### config.mk
export PLATFORM = sky130hd
export DESIGN_NAME = fusion_seq_ctrl
export DESIGN_NICKNAME = d
export VERILOG_FILES = /design/src/rtl/fusion_seq_ctrl.sv
export SDC_FILE = /design/constraint.sdc
export NUM_CORES = 1
export LEC_CHECK = 0
export CORE_UTILIZATION = 56
export DETAILED_ROUTE_END_ITERATION = 10
export HOLD_SLACK_MARGIN = 0.06
export PLACE_DENSITY = 0.8
export SYNTH_ARGS = -nofsm -noshare
export SYNTH_HDL_FRONTEND = slang
export SYNTH_SLANG_ARGS = --single-unit
### constraint.sdc
create_clock -name clk -period 5 [get_ports clk]
set_input_delay 1 -clock clk [delete_from_list [all_inputs] [get_ports clk]]
set_output_delay 1 -clock clk [all_outputs]
set_load 0.01 [all_outputs]
### src/rtl/fusion_seq_ctrl.sv
// BitFusion temporal sequencer: splits one act/wgt pair into 2x2-bit bricks and accumulates
// one shifted brick product per cycle. Define FUSION_SIGNED_EN for two's complement operands.
module fusion_seq_ctrl #(
  parameter int unsigned ACC_W = 32,
  parameter int unsigned OP_W  = 8
) (
  input  logic             clk,
  input  logic             n_rst,
  input  logic             in_valid,
  output logic             in_ready,
  input  logic [OP_W-1:0]  in_act,
  input  logic [OP_W-1:0]  in_wgt,
  input  logic [2:0]       input_bitwidth,
  input  logic [2:0]       weight_bitwidth,
  input  logic             acc_en,
  output logic             out_valid,
  input  logic             out_ready,
  output logic [ACC_W-1:0] out_result,
  output logic             out_err,
  output logic             busy
);

  localparam int unsigned IDX_W  = 2;
  localparam int unsigned SUM_W  = 3;
  localparam int unsigned SH_W   = 4;
  localparam int unsigned BEXT_W = 3;
  localparam int unsigned PROD_W = 6;

  typedef enum logic [1:0] {
    S_IDLE = 2'd0,
    S_RUN  = 2'd1,
    S_DONE = 2'd2
  } state_t;

  state_t                    r_state;
  state_t                    w_state_nxt;
  logic [OP_W-1:0]           r_act;
  logic [OP_W-1:0]           r_wgt;
  logic [IDX_W-1:0]          r_row;
  logic [IDX_W-1:0]          r_col;
  logic [IDX_W-1:0]          r_row_last;
  logic [IDX_W-1:0]          r_col_last;
  logic [ACC_W-1:0]          r_acc;
  logic [ACC_W-1:0]          r_result;
  logic                      r_err;
  logic                      r_out_valid;
  logic                      r_in_ready;
  logic                      r_busy;

  logic                      w_accept;
  logic                      w_i_ok;
  logic                      w_w_ok;
  logic                      w_codes_ok;
  logic [IDX_W-1:0]          w_i_last;
  logic [IDX_W-1:0]          w_w_last;
  logic                      w_last_brick;
  logic [1:0]                w_a_brk;
  logic [1:0]                w_w_brk;
  logic                      w_a_sgn;
  logic                      w_w_sgn;
  logic signed [BEXT_W-1:0]  w_a_ext;
  logic signed [BEXT_W-1:0]  w_w_ext;
  logic signed [PROD_W-1:0]  w_prod;
  logic [SUM_W-1:0]          w_rc_sum;
  logic [SH_W-1:0]           w_shamt;
  logic [ACC_W-1:0]          w_term;
  logic [ACC_W-1:0]          w_acc_sum;

  // One-hot width code to last brick index; anything else is illegal
  always_comb begin
    w_i_ok   = 1'b1;
    w_i_last = '0;
    w_w_ok   = 1'b1;
    w_w_last = '0;
    case (input_bitwidth)
      3'b001:  w_i_last = 2'd0;
      3'b010:  w_i_last = 2'd1;
      3'b100:  w_i_last = 2'd3;
      default: w_i_ok   = 1'b0;
    endcase
    case (weight_bitwidth)
      3'b001:  w_w_last = 2'd0;
      3'b010:  w_w_last = 2'd1;
      3'b100:  w_w_last = 2'd3;
      default: w_w_ok   = 1'b0;
    endcase
  end

  assign w_codes_ok   = w_i_ok & w_w_ok;
  assign w_last_brick = (r_row == r_row_last) && (r_col == r_col_last);

  assign w_a_brk = r_act[{r_row, 1'b0} +: 2];
  assign w_w_brk = r_wgt[{r_col, 1'b0} +: 2];

`ifdef FUSION_SIGNED_EN
  // Only the most significant brick of each operand carries the sign
  assign w_a_sgn = (r_row == r_row_last) & w_a_brk[1];
  assign w_w_sgn = (r_col == r_col_last) & w_w_brk[1];
`else
  assign w_a_sgn = 1'b0;
  assign w_w_sgn = 1'b0;
`endif

  assign w_a_ext   = {w_a_sgn, w_a_brk};
  assign w_w_ext   = {w_w_sgn, w_w_brk};
  assign w_prod    = PROD_W'(w_a_ext) * PROD_W'(w_w_ext);
  assign w_rc_sum  = {1'b0, r_row} + {1'b0, r_col};
  assign w_shamt   = {w_rc_sum, 1'b0};
  assign w_term    = ACC_W'(w_prod) <<< w_shamt;
  assign w_acc_sum = r_acc + w_term;

  // Next-state logic
  always_comb begin
    w_state_nxt = r_state;
    w_accept    = 1'b0;
    case (r_state)
      S_IDLE: begin
        if (in_valid) begin
          w_accept    = 1'b1;
          w_state_nxt = w_codes_ok ? S_RUN : S_DONE;
        end
      end
      S_RUN: begin
        if (w_last_brick) begin
          w_state_nxt = S_DONE;
        end
      end
      S_DONE: begin
        if (out_ready) begin
          w_state_nxt = S_IDLE;
        end
      end
      default: w_state_nxt = S_IDLE;
    endcase
  end

  always_ff @(posedge clk) begin
    if (!n_rst) begin
      r_state <= S_IDLE;
    end else begin
      r_state <= w_state_nxt;
    end
  end

  // Operand latch, brick counters, accumulator and registered status outputs
  always_ff @(posedge clk) begin
    if (!n_rst) begin
      r_act       <= '0;
      r_wgt       <= '0;
      r_row       <= '0;
      r_col       <= '0;
      r_row_last  <= '0;
      r_col_last  <= '0;
      r_acc       <= '0;
      r_result    <= '0;
      r_err       <= 1'b0;
      r_out_valid <= 1'b0;
      r_in_ready  <= 1'b1;
      r_busy      <= 1'b0;
    end else begin
      r_in_ready  <= (w_state_nxt == S_IDLE);
      r_busy      <= (w_state_nxt != S_IDLE);
      r_out_valid <= (w_state_nxt == S_DONE);
      if (w_accept) begin
        r_act      <= in_act;
        r_wgt      <= in_wgt;
        r_row_last <= w_i_last;
        r_col_last <= w_w_last;
        r_row      <= '0;
        r_col      <= '0;
        r_err      <= ~w_codes_ok;
        if (w_codes_ok) begin
          if (!acc_en) begin
            r_acc <= '0;
          end
        end else begin
          r_result <= '0;
        end
      end else if (r_state == S_RUN) begin
        r_acc <= w_acc_sum;
        if (w_last_brick) begin
          r_result <= w_acc_sum;
          r_row    <= '0;
          r_col    <= '0;
        end else if (r_col == r_col_last) begin
          r_col <= '0;
          r_row <= r_row + 2'd1;
        end else begin
          r_col <= r_col + 2'd1;
        end
      end
    end
  end

  assign in_ready   = r_in_ready;
  assign out_valid  = r_out_valid;
  assign out_result = r_result;
  assign out_err    = r_err;
  assign busy       = r_busy;

endmodule

==> results.ini <==
[grt]
grt_pass1_vias=4693
grt_pass1_wl_mm=23.1
grt_start_max_net_pins=67
track_usage_pct=29.8
grt_antenna_before_repair=0
grt_overflow=0

[route]
num_vias=4783
post-route-drc-count=0
routed_wl_mm=13.6
drtIter0Drc=230
wl_per_cell_um=16.7
first_pass_iters=5
via_per_inst=5.87
ant_nets=0

[floorplanning]
die-height_um=98.8
dieArea_mm2=0.00975
initial_core_util_pct=59.0
core-area_mm2=0.00889
io_pins=63
num_rows=34
die_w_um=98.8

[logic_synthesis]
synth_edf_count=0
syn_area_mm2=0.00524
syn_area_per_cell_um2=7.91
synthArstFlopShare_pct=0
synth_seq_area_share_pct=35.9
netlist-cell-type-count=57
yosys_register_bits=94
synth_area_leader_cell=dfxtp_1
dominantRegCellSynth=dfxtp_1
netlist_instances=663
synth.area.top_cells=dfxtp_1, nand2_1, o21ai_0
netlist.area_leader.share_pct=35.9
synth_nets=714
ys_warn_count=0

[sta]
fmax_mhz=220
grt_setup_unrepaired=no
fin_skew_ns=0.0131
finalCritPeriodShare_pct=90.8
slew_headroom_pct=55.3
hold_ws_ns=0.459
worstMarginPinSlew_ns=0.671
hold_viol=0
fin_setup_tns_ns=0
drv_slew=0
fin_crit_ns=4.54
setup_viol=0

[final_layout]
multi_input_area_mm2=0.00315
final_nets=753
antenna_cells=0
seq_area_mm2=0.00188
area_growth_pct=16.1
stdcell_count=815
nFillCells=738
drive_above_1_share_pct=5.66

[clock_tree]
clkTransAtPathRegs_ns=0.10
clk_latency_ns=0.37
ctsLongestPathBuffers=2
cts-root-buf=clkbuf_8
cts-resized-gates=0
ctsHoldBuffers=0
cts_tree=done
h-tree-depth=3
cts.sinks=94
postCtsSetupBuffers=0
cts_buffers=9

[setup_path]
cp.required_ns=5.29
cp_max_fo=8
endpoint_kind=flip-flop
crit_path_start_kind=flip-flop
r2r_start=r_row[0]
crit_path_start=r_row[0]
worstSetupPathType=reg -> reg
arrival_ns=4.83

[hold_path]
worstHoldStart=out_result[26]
hp-class=reg -> reg

[place]
dp_cells=799
finalWeightedCongestion=0.943
portBuffers=62
dp_hpwl_mm=10.0

[status]
status=complete, no violations

[power]
leakage_uw=0.00228
vdd_drop_max_mv=0.230
powerDensity_mw_per_mm2=236

[job]
maxCapViolCount=0

[cell type report]
cell class                      count  area share [%]
Timing Repair Buffer               66            10.7
Sequential cell                    94            30.9
Multi-Input combinational cell    513            51.7
Inverter                           18            1.11
Clock inverter                      6            1.13
Tap cell                          108            2.22
Clock buffer                       10            2.26
[sequential cells by signal (all words and copies together), names as in the netlist, 2 cells and up]
register and count:
out_result 32, r_acc 32, r_act 8, r_col 2, r_col_last 2, r_row 2, r_row_last 2, r_state 2
r_wgt 8
[power breakdown]
part,switching (uW),internal (uW)
clock network,285,248
registers,9.15,763
logic,76.7,53.4
total,370,1060
[synth_stat cells (all sizes together), types with 4 or more instances]
master / n
ha: 22
nand3: 23
o21ai: 61
dfxtp: 94
mux4: 4
a21o: 6
and3: 5
xor2: 13
nor2: 42
inv: 18
a21boi: 20
nor3: 15
nor2b: 12
buf: 6
a22o: 6
xnor2: 25
nand2b: 10
nand2: 114
and2: 25
a21oi: 41
a31oi: 6
nand4: 7
or3: 7
mux2i: 5
o31ai: 6
or2: 6
clkbuf: 32
[layer usage]
| metal | wire, um | part of all wire (%) | track usage, % |
|---|---|---|---|
| met3 | 773 | 5.7 | 5.67 |
| met2 | 6530 | 48 | 50.3 |
| met1 | 5910 | 43 | 37.6 |
| met5 | 0 | 0 | 0 |
| met4 | 379 | 2.8 | 11.5 |
[worst max-delay path, stage by stage (launching register included)]
cell and delay [ns]:
dfxtp_1 0.54, mux4_2 0.58, and2_1 0.16, ha_1 0.19
ha_1 0.30, a21oi_1 0.33, nor2_1 0.11, ha_1 0.37
a21oi_1 0.08, o21ai_0 0.40, nand3_1 0.13, and3_4 0.21
a211oi_2 0.39, nand4_1 0.24, or3_1 0.35, o21ai_1 0.09
[stage by stage]
| stage | instance area (um^2) | total power, uW | worst slack, ns | utilization, % |
|---|---|---|---|---|
| 2_1_floorplan | 5240 | 864 | 1.06 | - |
| 3_3_place_gp | 5880 | 914 | 0.599 | 66.2 |
| 3_5_place_dp | 5880 | 919 | 0.568 | 66.2 |
| 5_1_grt | 6090 | 1490 | 0.118 | 68.5 |
| 4_1_cts | 6090 | 1440 | 0.508 | 68.5 |
| 6_report | 6090 | 1430 | 0.458 | 68.5 |
[cell usage in the layout (no fill, tap or decap), types with 2 or more instances in the layout]
cell | synthesis | routed
a211o_1 | 3 | 3
a21boi_0 | 20 | 20
a21o_1 | 6 | 6
a21oi_1 | 40 | 39
a21oi_2 | 1 | 2
a22o_1 | 6 | 6
a31oi_1 | 5 | 5
and2_1 | 25 | 25
and3_1 | 3 | 3
and3_4 | 2 | 2
and4_1 | 2 | 2
buf_4 | 0 | 4
clkbuf_8 | 0 | 10
clkdlybuf4s50_1 | 0 | 62
clkinv_4 | 0 | 2
dfxtp_1 | 94 | 94
fa_1 | 2 | 2
ha_1 | 22 | 22
inv_1 | 18 | 18
mux2i_1 | 5 | 5
mux4_2 | 4 | 4
nand2_1 | 114 | 114
nand2b_1 | 10 | 10
nand3_1 | 23 | 23
nand4_1 | 7 | 7
nor2_1 | 42 | 42
nor2b_1 | 12 | 12
nor3_1 | 15 | 15
o2111ai_1 | 2 | 2
o21a_1 | 3 | 3
o21ai_0 | 60 | 60
o21bai_1 | 2 | 2
o31a_1 | 2 | 2
o31ai_1 | 6 | 6
or2_1 | 2 | 2
or2_2 | 4 | 4
or3_1 | 7 | 7
xnor2_1 | 25 | 25
xor2_1 | 13 | 13
[final timing paths]
| kind | cells after the start | endpoint | slack [ns] |
|---|---|---|---|
| max | 15 | r_acc[31] | 0.46 |
| max reg2reg | 15 | r_acc[31] | 0.46 |
| min reg2reg | 2 | out_result[26] | 0.46 |
| min | 2 | out_result[26] | 0.46 |
[cell families after synthesis]
kind of cell	Yosys count	share of synthesized area [%]
adders and majority gates	24	6.01
AOI/OAI and AO/OA	172	20.7
buffers and inverters	56	4.15
muxes	9	2.67
xor gates and xnor gates	38	6.35
DFF	94	35.9
and+or+nand+nor	270	24.2
No activity file was read; power rests on OpenSTA's default activity.
